File: config.mk
export PLATFORM = sky130hd
export DESIGN_NAME = btn_step_ctrl_flat
export DESIGN_NICKNAME = d
export VERILOG_FILES = /design/src/rtl/pulse_gen_pkg.sv /design/src/rtl/btn_step_ctrl_if.sv /design/src/rtl/btn_sync.sv /design/src/rtl/btn_step_ctrl.sv /design/src/flat_wrapper.sv
export SDC_FILE = /design/constraint.sdc
export NUM_CORES = 1
export LEC_CHECK = 0
export CAP_MARGIN = 20
export CELL_PAD_IN_SITES_DETAIL_PLACEMENT = 1
export CELL_PAD_IN_SITES_GLOBAL_PLACEMENT = 1
export CORE_MARGIN = 3
export CORE_UTILIZATION = 44
export CTS_BUF_LIST = sky130_fd_sc_hd__clkbuf_8
export DETAILED_ROUTE_END_ITERATION = 8
export GPL_TIMING_DRIVEN = 0
export PLACE_DENSITY_LB_ADDON = 0.1
export SETUP_SLACK_MARGIN = 0.2
export SLEW_MARGIN = 20
export SYNTH_ARGS = -nofsm -noshare
export SYNTH_HDL_FRONTEND = slang
export SYNTH_SLANG_ARGS = --single-unit
File: constraint.sdc
create_clock -name clk_i -period 1.9 [get_ports clk_i]
set_input_delay 0.57 -clock clk_i [delete_from_list [all_inputs] [get_ports clk_i]]
set_output_delay 0.57 -clock clk_i [all_outputs]
set_load 0.02 [all_outputs]
File: src/rtl/pulse_gen_pkg.sv
// ---------------------------------------------------------------------------
// pulse_gen_pkg : shared types and constants for the button/pulse stages
// Rev 1.0 : initial release
// ---------------------------------------------------------------------------
`default_nettype none

package pulse_gen_pkg;

  typedef enum logic [1:0] {
    IDLE    = 2'b00,
    PRESS   = 2'b01,
    HOLD    = 2'b10,
    RELEASE = 2'b11
  } btn_state_t;

  // Button vectors are ordered {dwn, up}
  localparam logic [1:0] BTN_NONE = 2'b00;
  localparam logic [1:0] BTN_UP   = 2'b01;
  localparam logic [1:0] BTN_DWN  = 2'b10;
  localparam logic [1:0] BTN_BOTH = 2'b11;

  function automatic int max3(input int a, input int b, input int c);
    int m;
    m = (a > b) ? a : b;
    return (m > c) ? m : c;
  endfunction

endpackage

`default_nettype wire

File: src/rtl/btn_step_ctrl_if.sv
// ---------------------------------------------------------------------------
// btn_step_ctrl_if : enable/button inputs and step/held outputs of the
//                    button conditioner
// Rev 1.0 : initial release
// ---------------------------------------------------------------------------
`default_nettype none

interface btn_step_ctrl_if;
  logic en_i;
  logic up_i;
  logic dwn_i;
  logic step_up_o;
  logic step_dwn_o;
  logic held_o;

  modport master (
    output en_i, up_i, dwn_i,
    input  step_up_o, step_dwn_o, held_o
  );

  modport slave (
    input  en_i, up_i, dwn_i,
    output step_up_o, step_dwn_o, held_o
  );
endinterface

`default_nettype wire

File: src/rtl/btn_sync.sv
// ---------------------------------------------------------------------------
// btn_sync : NUM_SYNC-deep reset-to-zero synchronizer for one raw button
// Rev 1.0 : initial release
// ---------------------------------------------------------------------------
`default_nettype none

module btn_sync #(
  parameter int NUM_SYNC = 2
) (
  input  logic clk_i,
  input  logic arstn_i,
  input  logic d_i,
  output logic q_o
);

  logic [NUM_SYNC-1:0] sync_q;

  always_ff @(posedge clk_i or negedge arstn_i) begin
    if (!arstn_i) sync_q <= '0;
    else          sync_q <= {sync_q[NUM_SYNC-2:0], d_i};
  end

  assign q_o = sync_q[NUM_SYNC-1];

endmodule

`default_nettype wire

File: src/rtl/btn_step_ctrl.sv
// ---------------------------------------------------------------------------
// btn_step_ctrl : debounced up/down buttons -> single-cycle step pulses.
// Define BTN_AUTOREPEAT_EN to add auto-repeat pulses while a button is held.
// Rev 1.0 : initial release
// ---------------------------------------------------------------------------
`default_nettype none

module btn_step_ctrl
  import pulse_gen_pkg::*;
#(
  parameter int NUM_SYNC      = 2,
  parameter int DEBOUNCE      = 50000,
  parameter bit BTN_ACTIVE    = 1'b1,
  parameter int REPEAT_DELAY  = 25000000,
  parameter int REPEAT_PERIOD = 5000000
) (
  input  logic            clk_i,
  input  logic            arstn_i,
  btn_step_ctrl_if.slave  bus
);

  localparam int CNT_W = $clog2(max3(DEBOUNCE, REPEAT_DELAY, REPEAT_PERIOD) + 1);
  localparam logic [CNT_W-1:0] DEB_C = CNT_W'(DEBOUNCE);
  localparam logic [CNT_W-1:0] ONE_C = CNT_W'(1);

  logic       up_pol, dwn_pol, up_s, dwn_s;
  logic [1:0] btn;

  btn_state_t       state_q, state_d;
  logic [CNT_W-1:0] cnt_q, cnt_d;
  logic [1:0]       lat_q, lat_d;
  logic             step_up_q, step_up_d, step_dwn_q, step_dwn_d;
  logic             fire;

  assign up_pol  = BTN_ACTIVE ? bus.up_i  : ~bus.up_i;
  assign dwn_pol = BTN_ACTIVE ? bus.dwn_i : ~bus.dwn_i;

  btn_sync #(.NUM_SYNC(NUM_SYNC)) u_sync_up  (.clk_i(clk_i), .arstn_i(arstn_i), .d_i(up_pol),  .q_o(up_s));
  btn_sync #(.NUM_SYNC(NUM_SYNC)) u_sync_dwn (.clk_i(clk_i), .arstn_i(arstn_i), .d_i(dwn_pol), .q_o(dwn_s));

  assign btn = {dwn_s, up_s};

`ifdef BTN_AUTOREPEAT_EN
  localparam logic [CNT_W-1:0] DLY_C = CNT_W'(REPEAT_DELAY - 1);
  localparam logic [CNT_W-1:0] PER_C = CNT_W'(REPEAT_PERIOD - 1);
  logic rpt_q, rpt_d, rpt_hit;
  // First repeat waits the long delay, later ones use the shorter period
  assign rpt_hit = rpt_q ? (cnt_q == PER_C) : (cnt_q == DLY_C);
`endif

  always_ff @(posedge clk_i or negedge arstn_i) begin
    if (!arstn_i) begin
      state_q    <= IDLE;
      cnt_q      <= '0;
      lat_q      <= BTN_NONE;
      step_up_q  <= 1'b0;
      step_dwn_q <= 1'b0;
`ifdef BTN_AUTOREPEAT_EN
      rpt_q      <= 1'b0;
`endif
    end else begin
      state_q    <= state_d;
      cnt_q      <= cnt_d;
      lat_q      <= lat_d;
      step_up_q  <= step_up_d;
      step_dwn_q <= step_dwn_d;
`ifdef BTN_AUTOREPEAT_EN
      rpt_q      <= rpt_d;
`endif
    end
  end

  always_comb begin
    state_d = state_q;
    cnt_d   = cnt_q;
    lat_d   = lat_q;
`ifdef BTN_AUTOREPEAT_EN
    rpt_d   = rpt_q;
`endif
    if (!bus.en_i) begin
      state_d = IDLE;
      cnt_d   = '0;
      lat_d   = BTN_NONE;
    end else begin
      case (state_q)
        IDLE: begin
          cnt_d = '0;
          if (btn != BTN_NONE) begin
            lat_d   = btn;
            state_d = PRESS;
          end
        end
        PRESS: begin
          if (btn != lat_q) begin
            cnt_d = '0;
            lat_d = btn;
            if (btn == BTN_NONE) state_d = IDLE;
          end else if (cnt_q == DEB_C) begin
            cnt_d   = '0;
            state_d = HOLD;
`ifdef BTN_AUTOREPEAT_EN
            rpt_d   = 1'b0;
`endif
          end else begin
            cnt_d = cnt_q + ONE_C;
          end
        end
        HOLD: begin
          // Any change of the pressed set, including adding a button, is a release
          if (btn != lat_q) begin
            cnt_d   = '0;
            state_d = RELEASE;
          end else begin
`ifdef BTN_AUTOREPEAT_EN
            if (lat_q != BTN_BOTH) begin
              if (rpt_hit) begin
                cnt_d = '0;
                rpt_d = 1'b1;
              end else begin
                cnt_d = cnt_q + ONE_C;
              end
            end
`else
            cnt_d = '0;
`endif
          end
        end
        RELEASE: begin
          if (btn != BTN_NONE) begin
            cnt_d = '0;
          end else if (cnt_q == DEB_C) begin
            cnt_d   = '0;
            state_d = IDLE;
          end else begin
            cnt_d = cnt_q + ONE_C;
          end
        end
        default: state_d = IDLE;
      endcase
    end
  end

  always_comb begin
    fire = 1'b0;
    if (bus.en_i && (btn == lat_q)) begin
      if ((state_q == PRESS) && (cnt_q == DEB_C)) fire = 1'b1;
`ifdef BTN_AUTOREPEAT_EN
      if ((state_q == HOLD) && rpt_hit) fire = 1'b1;
`endif
    end
    step_up_d  = fire && (lat_q == BTN_UP);
    step_dwn_d = fire && (lat_q == BTN_DWN);
  end

  assign bus.step_up_o  = step_up_q;
  assign bus.step_dwn_o = step_dwn_q;
  assign bus.held_o     = (state_q == HOLD);

endmodule

`default_nettype wire

File: src/flat_wrapper.sv
// flat-port wrapper written by rule: the top's interface ports become plain ports
module btn_step_ctrl_flat import pulse_gen_pkg::*;
#(
  parameter int NUM_SYNC      = 2,
  parameter int DEBOUNCE      = 50000,
  parameter bit BTN_ACTIVE    = 1'b1,
  parameter int REPEAT_DELAY  = 25000000,
  parameter int REPEAT_PERIOD = 5000000
)
  (clk_i, arstn_i, bus_en_i, bus_up_i, bus_dwn_i, bus_step_up_o, bus_step_dwn_o, bus_held_o);
  btn_step_ctrl_if bus_i ();
  input  logic clk_i;
  input  logic arstn_i;
  input wire logic [$bits(bus_i.en_i)-1:0] bus_en_i;
  input wire logic [$bits(bus_i.up_i)-1:0] bus_up_i;
  input wire logic [$bits(bus_i.dwn_i)-1:0] bus_dwn_i;
  output wire logic [$bits(bus_i.step_up_o)-1:0] bus_step_up_o;
  output wire logic [$bits(bus_i.step_dwn_o)-1:0] bus_step_dwn_o;
  output wire logic [$bits(bus_i.held_o)-1:0] bus_held_o;
  assign bus_i.en_i = bus_en_i;
  assign bus_i.up_i = bus_up_i;
  assign bus_i.dwn_i = bus_dwn_i;
  assign bus_step_up_o = bus_i.step_up_o;
  assign bus_step_dwn_o = bus_i.step_dwn_o;
  assign bus_held_o = bus_i.held_o;
  btn_step_ctrl #(.NUM_SYNC(NUM_SYNC), .DEBOUNCE(DEBOUNCE), .BTN_ACTIVE(BTN_ACTIVE), .REPEAT_DELAY(REPEAT_DELAY), .REPEAT_PERIOD(REPEAT_PERIOD)) u_core (.clk_i(clk_i), .arstn_i(arstn_i), .bus(bus_i));
endmodule
==> summary.txt, run 1 <==
Run status
  • Outcome: finished with violations
  • Violations in the final reports: setup timing

STA
  • Final Hold Slack: approximately 0.056 ns
  • RSZ-0062 raised after global routing: true
  • Count of final setup violators: 2
  • Fin crit period: between 1.5 and 2 ns
  • Final Slew Violations: 0
  • Slew of the pin with the lowest slew margin: about 0.64 ns
  • Highest attainable clock frequency: 525 MHz
  • Final clock period utilization by the worst path: 100%
  • Number of hold violations in the final report: 0
  • Layout Skew: between 0.005 and 0.006 ns
  • Total Negative Setup Slacks: -0.00627 ns
  • Worst setup margin: -0.00411 ns
  • Headroom to the max-slew limit: 56.7%

Setup path
  • Library cell contributing the largest single delay on the critical path: or4_4
  • Number of gates on the worst path with buffers counted: 4
  • Data required time at the worst endpoint: ~2.1 ns
  • Path depth of the worst reg2reg path: 4
  • Gate family responsible for the most delay along the worst path: simple AND/OR/NAND/NOR gates
  • CP max stage delay: 0.59 ns
  • Worst path arrival time: ~2.1 ns
  • Series of cell instances along the critical path: nand4_1, or4_4, or3_4, a21oi_2
  • Endpoint kind of the worst setup timing path: register
  • CP max FO: 6
  • Buf/Inv on CP: 0
  • Capturing point of the worst reg2reg path: u_core.cnt_q[21]$_DFF_PN0_
  • Launching point of the worst reg2reg path: u_core.cnt_q[10]$_DFF_PN0_
  • WS Path Type: reg -> reg
  • Startpoint kind of the worst setup timing path: register
  • R2r setup slk: -0.004 ns

Placed design
  • Half-perimeter wire length of the detailed placement result: roughly 3.3 mm
  • Placer Congestion: 0.815
  • Input/output buffers: 6
  • Placement Cell Area: 2030 um^2

Synthesis
  • Share of the yosys chip area belonging to registers: a little under half
  • Syn nets: roughly 200
  • Biggest area consumer among synthesized cells: dfrtp_1
  • Post-Syn Instances: a little under 200
  • Compound-cell area share of the yosys netlist: 10.4%
  • Mux cell area share after synthesis: approximately 1.1%
  • Area fraction in and, or, nand and nor cells after synthesis: a little over a quarter
  • Post-synthesis instance area: approximately 1800 um^2
  • Most common flop cell mapped by yosys: dfrtp_1
  • Main area contributors after synthesis: dfrtp_1 48%, xnor2_1 6.2%, nor2_1 5.1%
  • Fraction of synthesized cell area taken by the top area cell type: a little under half
  • Warning count from the yosys run: 0
  • Largest family of logic cells by synthesized area: simple AND/OR/NAND/NOR gates
  • EDFF count, synth: 0
  • Yosys cell types: 40
  • Synth async-reset ratio: 100%
  • Post-synthesis share of cell area spent on xor and xnor gates: 8.11%
  • Synthesized flop and latch total: 35
  • Share of synthesized cell area in full adder, half adder and majority cells: between 1 and 1.5%
  • Average footprint of a synthesized cell: about 9.5 um^2

Drt
  • Total vias in the final route: between 1500 and 2000
  • Number of optimization iterations in the first detailed-route pass: 4
  • Number of violations reported at the end of detailed-routing iteration 0: between 70 and 80
  • Per-cell via count in the routed design: between 6 and 7
  • Total Wirelength: between 5 and 6 mm
  • Detail Route Antenna Nets: 0
  • Post-route DRC: 0
  • Routed len/inst: 21.1 um

Finish
  • Share of final-layout standard cells stronger than drive strength 1: 36.9%
  • Antenna cells: 0
  • Number of fill cells: between 400 and 500
  • Finished Cell Area: roughly 2400 um^2
  • Syn-to-layout area delta: 32.6%
  • Fin nets: about 230

Pwr
  • Power per Cell Area: between 600 and 700 nW/um^2
  • Static leakage power: around 0.91 nW
  • Overall power after layout: between 1.5 and 2 mW
  • Peak supply drop: 0.535 mV

Global route
  • Pin count of the biggest net entering global routing: 35
  • Aggregate global-route resource usage: a little under a quarter
  • Vias in the first global route: approximately 1700
  • Antenna violations before repair: 0
  • GRT Residual Overflow: 0
  • Wire length of the first global-routing pass: 8.97 mm

Floorplan
  • Effective utilization at floorplan: 48.0%
  • Standard cell core area: ~3800 um^2
  • Die width: 70.6 um
  • Die Span Y: approximately 71 um
  • Site Rows: 22
  • Number of placed I/O pins: 8
  • Total die area: 4990 um^2

CTS
  • CTS root buffer: clkbuf_8
  • Total clock sinks: 35
  • Bufs on Longest Clock Path: 2
  • H-tree level count: 2
  • CTS hold repair buffers: 0
  • CTS tree: done
  • Clk pin slew, worst setup/hold paths: approximately 0.07 ns
  • Clock latency reported for the late side of the worst-skew pair: 0.29 ns
  • Clock buffer count from CTS: 5

Flow run
  • Max Cap Violations: 0

Min path
  • Hold Path Class: in -> async
[per-stage QoR]
stage	util (%)	setup WS (ns)	instances
after floorplan	-	0.0723	194
after global placement	52.6	-0.532	248
after detailed placement	53.0	-0.222	249
after CTS	61.9	0.0635	268
after global routing	63.7	-0.110	270
final	63.7	-0.00411	270
[metal layers]
metal	wire, um	vias up	track usage, %
met1	2570	819	31.7
met4	95	0	6.05
met5	0	-	0
met3	285	15	5.97
met2	2750	43	35.9
li1	-	749	-
[logic make-up (layout without fill, tap and decap cells)]
| kind of cell | after synthesis | after routing |
|---|---|---|
| buffers and inverters | 19 | 47 |
| adder cells (fa/ha/maj) | 2 | 2 |
| AO/OA/AOI/OAI | 28 | 28 |
| flip-flops | 35 | 35 |
| AND/OR/NAND/NOR | 91 | 91 |
| multiplexers | 2 | 2 |
| XOR/XNOR | 17 | 17 |
[state kept, by name, indices dropped and copies added, names as in the netlist]
register,cells
u_core.u_sync_dwn.sync_q,2
u_core.bus.step_up_o,1
u_core.u_sync_up.sync_q,2
u_core.lat_q,2
u_core.cnt_q,25
u_core.bus.step_dwn_o,1
u_core.state_q,2
[worst max path at each step]
stage | from | to | slack, ns
final | u_core.cnt_q[10]$_DFF_PN0_ | u_core.cnt_q[21]$_DFF_PN0_ | -0.004
after global routing | u_core.cnt_q[1]$_DFF_PN0_ | u_core.cnt_q[21]$_DFF_PN0_ | -0.11
after CTS | u_core.cnt_q[1]$_DFF_PN0_ | u_core.cnt_q[2]$_DFF_PN0_ | 0.06
after detailed placement | u_core.cnt_q[0]$_DFF_PN0_ | u_core.bus.step_dwn_o$_DFF_PN0_ | -0.22
after global placement | arstn_i | u_core.cnt_q[3]$_DFF_PN0_ | -0.53
after floorplan | u_core.cnt_q[0]$_DFF_PN0_ | u_core.cnt_q[22]$_DFF_PN0_ | 0.07
[Yosys cell counts, drive strengths merged, types with 2 or more instances]
cell type / n
a21oi: 9
a31o: 2
and3: 2
buf: 5
clkbuf: 3
dfrtp: 35
ha: 2
inv: 11
mux2i: 2
nand2: 14
nand2b: 2
nand3: 10
nand4: 9
nor2: 25
nor3: 3
nor4: 10
nor4b: 3
o21ai: 6
o31ai: 4
or3: 6
or4: 3
xnor2: 13
xor2: 4
[final cells by class]
| type | instances | area, um^2 | area share, % |
|---|---|---|---|
| clock inverter | 1 | 3.75 | 0.154 |
| clock buffer | 7 | 96.3 | 3.95 |
| sequential | 35 | 887 | 36.4 |
| inverter | 11 | 41.3 | 1.69 |
| timing repair buffer | 20 | 190 | 7.81 |
| tap | 48 | 60.1 | 2.47 |
| multi-input combinational | 140 | 1090 | 44.8 |
| buffer | 8 | 66.3 | 2.72 |
[repair_timing]
| item | in CTS | in global routing |
|---|---|---|
| cloned | 2 | 0 |
| pin swaps | 18 | 2 |
| gates resized for setup | 50 | 18 |
| setup buffers | 9 | 2 |
| setup endpoints to repair | 34 | 32 |
[where the power goes]
group	total, mW	internal (mW)	leakage (nW)	switching, mW
Sequential	0.765	0.755	0.461	0.0101
Clock	0.597	0.325	0.0557	0.271
Combinational	0.147	0.0567	0.391	0.0899
Total	1.51	1.14	0.907	0.371
[cell usage in the layout (no fill, tap or decap), types with 3 or more instances in the layout]
cell	netlist	routed
a21oi_1	7	4
dfrtp_1	35	26
xor2_1	4	3
nand2_1	14	14
a21oi_2	2	5
nand4_1	7	7
clkbuf_8	0	7
buf_6	0	10
buf_4	0	9
dfrtp_2	0	9
nor2_2	0	9
or3_1	6	4
xnor2_1	13	13
inv_2	0	3
o21ai_0	6	6
nand3_1	9	8
nor2_1	25	16
nor4_1	10	9
inv_1	11	9
Power figures use the tool's default switching activity.
==> run 2, diff against run 1 <==
==> constraint.sdc (replaced) <==
create_clock -name clk_i -period 1.9 [get_ports clk_i]
set_input_delay 0.285 -clock clk_i [delete_from_list [all_inputs] [get_ports clk_i]]
set_output_delay 0.285 -clock clk_i [all_outputs]
set_load 0.02 [all_outputs]
==> run 2 against run 1 <==
Effect of this change: the flow still finishes with violations (setup timing); hold slack better by 0.24 ns; non-clock buffer count up 8; fmax down 2.9%; count of clock-buffer cells in the layout unchanged; via count up 5.9%; first-iteration DRC count up 20%; global-route usage down 0.13 points; critical endpoint is now u_core.cnt_q[20]$_DFF_PN0_; largest power group unchanged; highest routed layer unchanged.
==> summary.txt, run 2 (synthesis results as in run 1) <==
Run status
  • Outcome: finished with violations
  • Violations in the final reports: setup timing

Floorplan
  • Total die area: 4990 um^2 (unchanged)
  • Number of placed I/O pins: 8 (unchanged)
  • Die Span Y: 70.6 um (unchanged)
  • Die width: 70.6 um (unchanged)
  • Standard cell core area: 3830 um^2 (unchanged)
  • Effective utilization at floorplan: 48.0% (unchanged)
  • Site Rows: 22 (unchanged)

CTS
  • CTS tree: done
  • CTS root buffer: clkbuf_8
  • Bufs on Longest Clock Path: 2 (unchanged)
  • Clock latency reported for the late side of the worst-skew pair: 0.31 ns (+0.02 ns)
  • Clock buffer count from CTS: 5 (unchanged)
  • Clk pin slew, worst setup/hold paths: 0.07 ns (about the same)
  • Total clock sinks: 35 (unchanged)
  • H-tree level count: 2 (unchanged)

Global route
  • Vias in the first global route: 1702 (-2.2%)
  • GRT Residual Overflow: 0 (unchanged)
  • Pin count of the biggest net entering global routing: 35 (unchanged)
  • Aggregate global-route resource usage: 22.8% (-0.13 points)
  • Antenna violations before repair: 0 (unchanged)
  • Wire length of the first global-routing pass: 8.87 mm (-1.1%)

Setup path
  • Path depth of the worst reg2reg path: 7 (+3)
  • Endpoint kind of the worst setup timing path: register
  • WS Path Type: reg -> reg
  • Startpoint kind of the worst setup timing path: register
  • CP max FO: 7 (+1)
  • Data required time at the worst endpoint: 2.13 ns (about the same)
  • Worst path arrival time: 2.19 ns (+0.06 ns)

Pwr
  • Power per Cell Area: 603 nW/um^2 (-2.6%)
  • Static leakage power: 0.955 nW (+5.3%)
  • Overall power after layout: 1.54 mW (+1.8%)
  • Peak supply drop: 0.453 mV (-15%)

Drt
  • Routed len/inst: 21.5 um (+2.0%)
  • Total Wirelength: 5.99 mm (+5.1%)
  • Total vias in the final route: 1722 (+5.9%)
  • Per-cell via count in the routed design: 6.19 (+2.9%)
  • Detail Route Antenna Nets: 0 (unchanged)
  • Number of violations reported at the end of detailed-routing iteration 0: 91 (+20%)
  • Post-route DRC: 0 (unchanged)
  • Number of optimization iterations in the first detailed-route pass: 4 (unchanged)

Finish
  • Register name with the most flops: u_core.cnt_q
  • Max reg flops: 25 (unchanged)
  • Number of fill cells: 407 (-1.9%)
  • Most frequent cells in the layout: 28 x dfrtp_1, 18 x nor2_1, 14 x buf_4, 14 x nand2_1, 13 x xnor2_1
  • Fin nets: 236 (+3.5%)
  • Antenna cells: 0 (unchanged)
  • Area used by multi-input combinational logic: 1130 um^2 (+3.2%)
  • Most frequent standard cell in the layout excluding fill and tap cells: dfrtp_1
  • Share of final-layout standard cells stronger than drive strength 1: 38.3% (+1.3 points)
  • Combined flip-flop and latch cell area: 885 um^2 (-0.28%)
  • Syn-to-layout area delta: 38.6%

STA
  • Headroom to the max-slew limit: 66.0% (+9.3 points)
  • Worst setup margin: -0.0600 ns (-0.0559 ns)
  • Highest attainable clock frequency: 510 MHz (-2.9%)
  • Final Slew Violations: 0 (unchanged)
  • Slew of the pin with the lowest slew margin: 0.510 ns (-0.133 ns)
  • Final clock period utilization by the worst path: 103% (+2.9 points)
  • Layout Skew: 0.00842 ns (+0.00275 ns)
  • Fin crit period: 1.96 ns (+0.0559 ns)
  • RSZ-0062 raised after global routing: true
  • Count of final setup violators: 16 (+14)
  • Total Negative Setup Slacks: -0.262 ns (-0.256 ns)
  • Number of hold violations in the final report: 0 (unchanged)

Placed design
  • Placer Congestion: 0.815 (unchanged)
  • Half-perimeter wire length of the detailed placement result: 3.28 mm (unchanged)
  • Input/output buffers: 6 (unchanged)

Min path
  • Hold Path Class: in -> async

Flow run
  • Max Cap Violations: 0 (unchanged)
-- run 2: through the flow --
| stage | hold WS [ns] | setup slack [ns] | cells | area (um^2) | util (%) |
|---|---|---|---|---|---|
| after floorplan | -0.0106 | 0.0723 | 194 | 1890 | - |
| after global placement | 0.337 | -0.247 | 248 | 2010 | 52.6 |
| after detailed placement | 0.0864 | -0.222 | 249 | 2030 | 53.0 |
| after CTS | 0.308 | 0.0668 | 270 | 2370 | 62.0 |
| after global routing | 0.298 | -0.102 | 278 | 2540 | 66.5 |
| final | 0.295 | -0.0600 | 278 | 2540 | 66.5 |
-- run 2: where the power goes --
part	switching, mW	leakage [nW]	internal [mW]	total, mW
sequential	0.00766	0.464	0.755	0.763
combinational	0.0915	0.435	0.0656	0.157
clock	0.290	0.0557	0.326	0.615
-- run 2: path summary, 6_finish.rpt --
kind                                                          to                             startpoint  slack [ns]
max in group asynchronous             u_core.cnt_q[11]$_DFF_PN0_                                arstn_i        1.21
min                                u_core.state_q[0]$_DFFE_PN0P_                                arstn_i        0.29
max reg2reg                           u_core.cnt_q[20]$_DFF_PN0_              u_core.cnt_q[0]$_DFF_PN0_       -0.06
max                                   u_core.cnt_q[20]$_DFF_PN0_              u_core.cnt_q[0]$_DFF_PN0_       -0.06
min reg2reg                u_core.u_sync_dwn.sync_q[1]$_DFF_PN0_  u_core.u_sync_dwn.sync_q[0]$_DFF_PN0_        0.36
min in group clk_i         u_core.u_sync_dwn.sync_q[1]$_DFF_PN0_  u_core.u_sync_dwn.sync_q[0]$_DFF_PN0_        0.36
-- run 2: layout make-up --
cell class | count | area share, %
Multi-Input combinational cell | 140 | 44.2
Sequential cell | 35 | 34.8
Timing Repair Buffer | 28 | 10.6
Clock buffer | 7 | 3.79
Buffer | 8 | 2.46
Tap cell | 48 | 2.36
Inverter | 11 | 1.62
Clock inverter | 1 | 0.147
-- run 2: repair_timing --
action | 4_1_cts | 5_1_grt
pin swaps | 14 | 2
hold endpoints to repair | 35 | 0
endpoints found under the setup margin | 32 | 30
gates cloned | 1 | 1
buffers inserted | 11 | 7
gates resized for setup | 41 | 21
hold buffers | 1 | 0
-- run 2: routing by layer --
metal	wire (um)	global-route usage (%)	up-vias
met4	103	5.85	0
met2	2920	35.7	51
met3	326	5.11	12
met5	0	0	-
li1	-	-	767
met1	2640	32.2	892
-- run 2: worst max-delay path, stage by stage, from the launching register on --
cell     delay (ns)
dfrtp_2        0.39
buf_4          0.12
ha_4           0.15
nand4_4        0.07
or3_1          0.34
buf_4          0.18
or4_1          0.47
a21oi_1        0.16
==> run 3, diff against run 2 <==
--- a/config.mk
+++ b/config.mk
@@ -9,11 +9,11 @@
 export CELL_PAD_IN_SITES_DETAIL_PLACEMENT = 1
 export CELL_PAD_IN_SITES_GLOBAL_PLACEMENT = 1
 export CORE_MARGIN = 3
-export CORE_UTILIZATION = 44
+export CORE_UTILIZATION = 25
 export CTS_BUF_LIST = sky130_fd_sc_hd__clkbuf_8
 export DETAILED_ROUTE_END_ITERATION = 8
 export GPL_TIMING_DRIVEN = 0
-export PLACE_DENSITY_LB_ADDON = 0.1
+export PLACE_DENSITY_LB_ADDON = 0.05
 export SETUP_SLACK_MARGIN = 0.2
 export SLEW_MARGIN = 20
 export SYNTH_ARGS = -nofsm -noshare
==> run 3 against run 2 <==
Effect of this change: the run now ends clean; clock skew is 0.00098 ns lower; sequential power hardly changed; hold slack better by 0.062 ns; power is 5.8% higher; clock power is 14% higher; final cell count is 18% higher; via count is 6.7% lower; global-route usage is 8.8 points lower; register-to-register slack better by 0.10 ns; critical path type unchanged; largest power group unchanged.
==> summary.txt, run 3 (synthesis results as in run 1) <==
Setup path
  • CP max stage delay: 0.48 ns (about the same)
  • Buf/Inv on CP: 1 (-1)
  • CP max FO: 7 (unchanged)
  • Library cell contributing the largest single delay on the critical path: or4_4
  • Startpoint kind of the worst setup timing path: register
  • Gate family responsible for the most delay along the worst path: simple AND/OR/NAND/NOR gates
  • Data required time at the worst endpoint: 2.11 ns (-0.02 ns)
  • WS Path Type: reg -> reg
  • Endpoint kind of the worst setup timing path: register
  • Worst path arrival time: 2.07 ns (-0.12 ns)
  • Series of cell instances along the critical path: ha_4, nand4_4, or3_1, buf_6, or4_4, a21oi_2

Flow run
  • Max Cap Violations: 0 (unchanged)

STA
  • Final Slew Violations: 0 (unchanged)
  • Slew of the pin with the lowest slew margin: 0.499 ns (-0.0116 ns)
  • Total Negative Setup Slacks: 0 ns (+0.262 ns)
  • Headroom to the max-slew limit: 66.5% (+0.50 points)
  • Count of final setup violators: 0 (-16)
  • Final Hold Slack: 0.357 ns (+0.0622 ns)
  • Number of hold violations in the final report: 0 (unchanged)
  • Final clock period utilization by the worst path: 97.7% (-5.5 points)
  • Highest attainable clock frequency: 539 MHz (+5.6%)
  • Fin crit period: 1.86 ns (-0.104 ns)
  • RSZ-0062 raised after global routing: true
  • Layout Skew: 0.00744 ns (-0.000979 ns)

Floorplan
  • Site Rows: 30 (+36%)
  • Number of placed I/O pins: 8 (unchanged)
  • Die Span Y: 91.7 um (+30%)
  • Total die area: 8410 um^2 (+69%)
  • Die width: 91.7 um (+30%)
  • Effective utilization at floorplan: 26.5% (-22 points)
  • Standard cell core area: 6940 um^2 (+81%)

Finish
  • Share of final-layout standard cells stronger than drive strength 1: 43.1% (+4.8 points)
  • Register name with the most flops: u_core.cnt_q
  • Combined flip-flop and latch cell area: 892 um^2 (+0.85%)
  • Most frequent standard cell in the layout excluding fill and tap cells: dfrtp_1
  • Number of fill cells: 792 (+95%)
  • Max reg flops: 25 (unchanged)
  • Fin nets: 238 (+0.85%)
  • Area used by multi-input combinational logic: 1180 um^2 (+4.8%)
  • Most frequent cells in the layout: 22 x dfrtp_1, 16 x nor2_1, 14 x nand2_1
  • Number of standard cells in the layout, taps in and fillers out: 328 (+18%)
  • Syn-to-layout area delta: 47.9%
  • Antenna cells: 0 (unchanged)

CTS
  • Clk pin slew, worst setup/hold paths: 0.07 ns (about the same)
  • Bufs on Longest Clock Path: 2 (unchanged)
  • CTS tree: done
  • Clock buffer count from CTS: 5 (unchanged)
  • H-tree level count: 2 (unchanged)
  • Total clock sinks: 35 (unchanged)
  • Clock latency reported for the late side of the worst-skew pair: 0.29 ns (-0.02 ns)
  • CTS root buffer: clkbuf_8

Pwr
  • Proportion of power drawn by combinational gates: 9.7% (-0.5 points)
  • Peak supply drop: 0.345 mV (-24%)
  • Sw Share: 23.3% (-2.0 points)
  • Internal power contribution: 1.25 mW (+8.6%)
  • Power per Cell Area: 598 nW/um^2 (-0.89%)
  • Fraction of power consumed by sequential logic: 47.0% (-2.7 points)
  • Static leakage power: 0.984 nW (+3.0%)
  • Net switching power of the design: 0.379 mW (-2.6%)
  • Clock network fraction of total power: 43.2% (+3.1 points)

Run status
  • Outcome: complete, no violations

Min path
  • Hold Path Class: reg -> reg

Placed design
  • Half-perimeter wire length of the detailed placement result: 3.56 mm (+8.6%)
  • Placer Congestion: 0.823 (+0.96%)
  • Placed Instances: 297 (+19%)
  • Input/output buffers: 6 (unchanged)

Drt
  • Routed len/inst: 16.8 um (-22%)
  • Number of optimization iterations in the first detailed-route pass: 4 (unchanged)
  • Total Wirelength: 5.52 mm (-7.8%)
  • Number of violations reported at the end of detailed-routing iteration 0: 30 (-67%)
  • Per-cell via count in the routed design: 4.90 (-21%)
  • Post-route DRC: 0 (unchanged)
  • Detail Route Antenna Nets: 0 (unchanged)
  • Total vias in the final route: 1606 (-6.7%)

Global route
  • Vias in the first global route: 1708 (+0.35%)
  • Antenna violations before repair: 0 (unchanged)
  • Pin count of the biggest net entering global routing: 28 (-20%)
  • Wire length of the first global-routing pass: 9.07 mm (+2.3%)
  • GRT Residual Overflow: 0 (unchanged)
  • Aggregate global-route resource usage: 13.9% (-8.8 points)
-- run 3: cell types whose count changed in the layout (fill, tap and decap cells not counted), moves of 2 or more --
cell | previous run | this run
dfrtp_1 | 28 | 22
dfrtp_2 | 7 | 13
nor2_4 | 1 | 6
buf_6 | 6 | 10
nor2_2 | 6 | 3
nor2_1 | 18 | 16
-- run 3: cell type report --
cell class / instances / area share [%]
Clock inverter: 2 / 1.29
Sequential cell: 35 / 32.8
Tap cell: 96 / 4.42
Multi-Input combinational cell: 140 / 43.4
Clock buffer: 6 / 3.04
Inverter: 11 / 1.61
Buffer: 8 / 2.81
Timing Repair Buffer: 30 / 10.5
-- run 3: stage by stage --
stage	utilization [%]	cell area [um^2]	power, mW	setup slack [ns]
floorplan	-	1890	0.835	0.0723
global placement	29.8	2070	0.872	-0.427
detailed placement	30.1	2090	0.880	-0.269
CTS	36.3	2520	1.63	0.0237
global route	39.1	2720	1.71	-0.0362
finish	39.1	2720	1.62	0.0439
-- run 3: routing by layer --
layer  vias up  global-route usage, %  wire length (um)  share of wire, %
met2        20                   21.2              2590                47
met4         0                   4.95                92               1.7
met3         8                   3.77               159               2.9
met5         -                      0                 0                 0
li1        774                      -                 -                 -
met1       804                   18.9              2680                49
-- run 3: timing repair --
action	4_1_cts	5_1_grt
pin swaps	13	15
gates cloned	2	0
hold buffers	1	0
setup buffers	14	6
gates resized for setup	46	42
setup endpoints to repair	32	32
hold endpoints to repair	8	0
-- run 3: power by group through the flow --
| stage | Clock, mW | Combinational, mW | Sequential (mW) |
|---|---|---|---|
| 2_1_floorplan | 0 | 0.0597 | 0.775 |
| 3_3_place_gp | 0 | 0.0953 | 0.776 |
| 6_report | 0.702 | 0.158 | 0.763 |
| 3_5_place_dp | 0 | 0.103 | 0.777 |
| 5_1_grt | 0.768 | 0.173 | 0.765 |
| 4_1_cts | 0.724 | 0.138 | 0.763 |
-- run 3: path summary, 6_finish.rpt --
path	cells past startpoint	slack (ns)	start	end
min	0	0.36	u_core.u_sync_dwn.sync_q[0]$_DFF_PN0_	u_core.u_sync_dwn.sync_q[1]$_DFF_PN0_
max	6	0.04	u_core.cnt_q[1]$_DFF_PN0_	u_core.cnt_q[20]$_DFF_PN0_
max reg2reg	6	0.04	u_core.cnt_q[1]$_DFF_PN0_	u_core.cnt_q[20]$_DFF_PN0_
min in group asynchronous	2	0.39	arstn_i	u_core.cnt_q[22]$_DFF_PN0_
max in group asynchronous	3	1.07	arstn_i	u_core.cnt_q[10]$_DFF_PN0_
min reg2reg	0	0.36	u_core.u_sync_dwn.sync_q[0]$_DFF_PN0_	u_core.u_sync_dwn.sync_q[1]$_DFF_PN0_
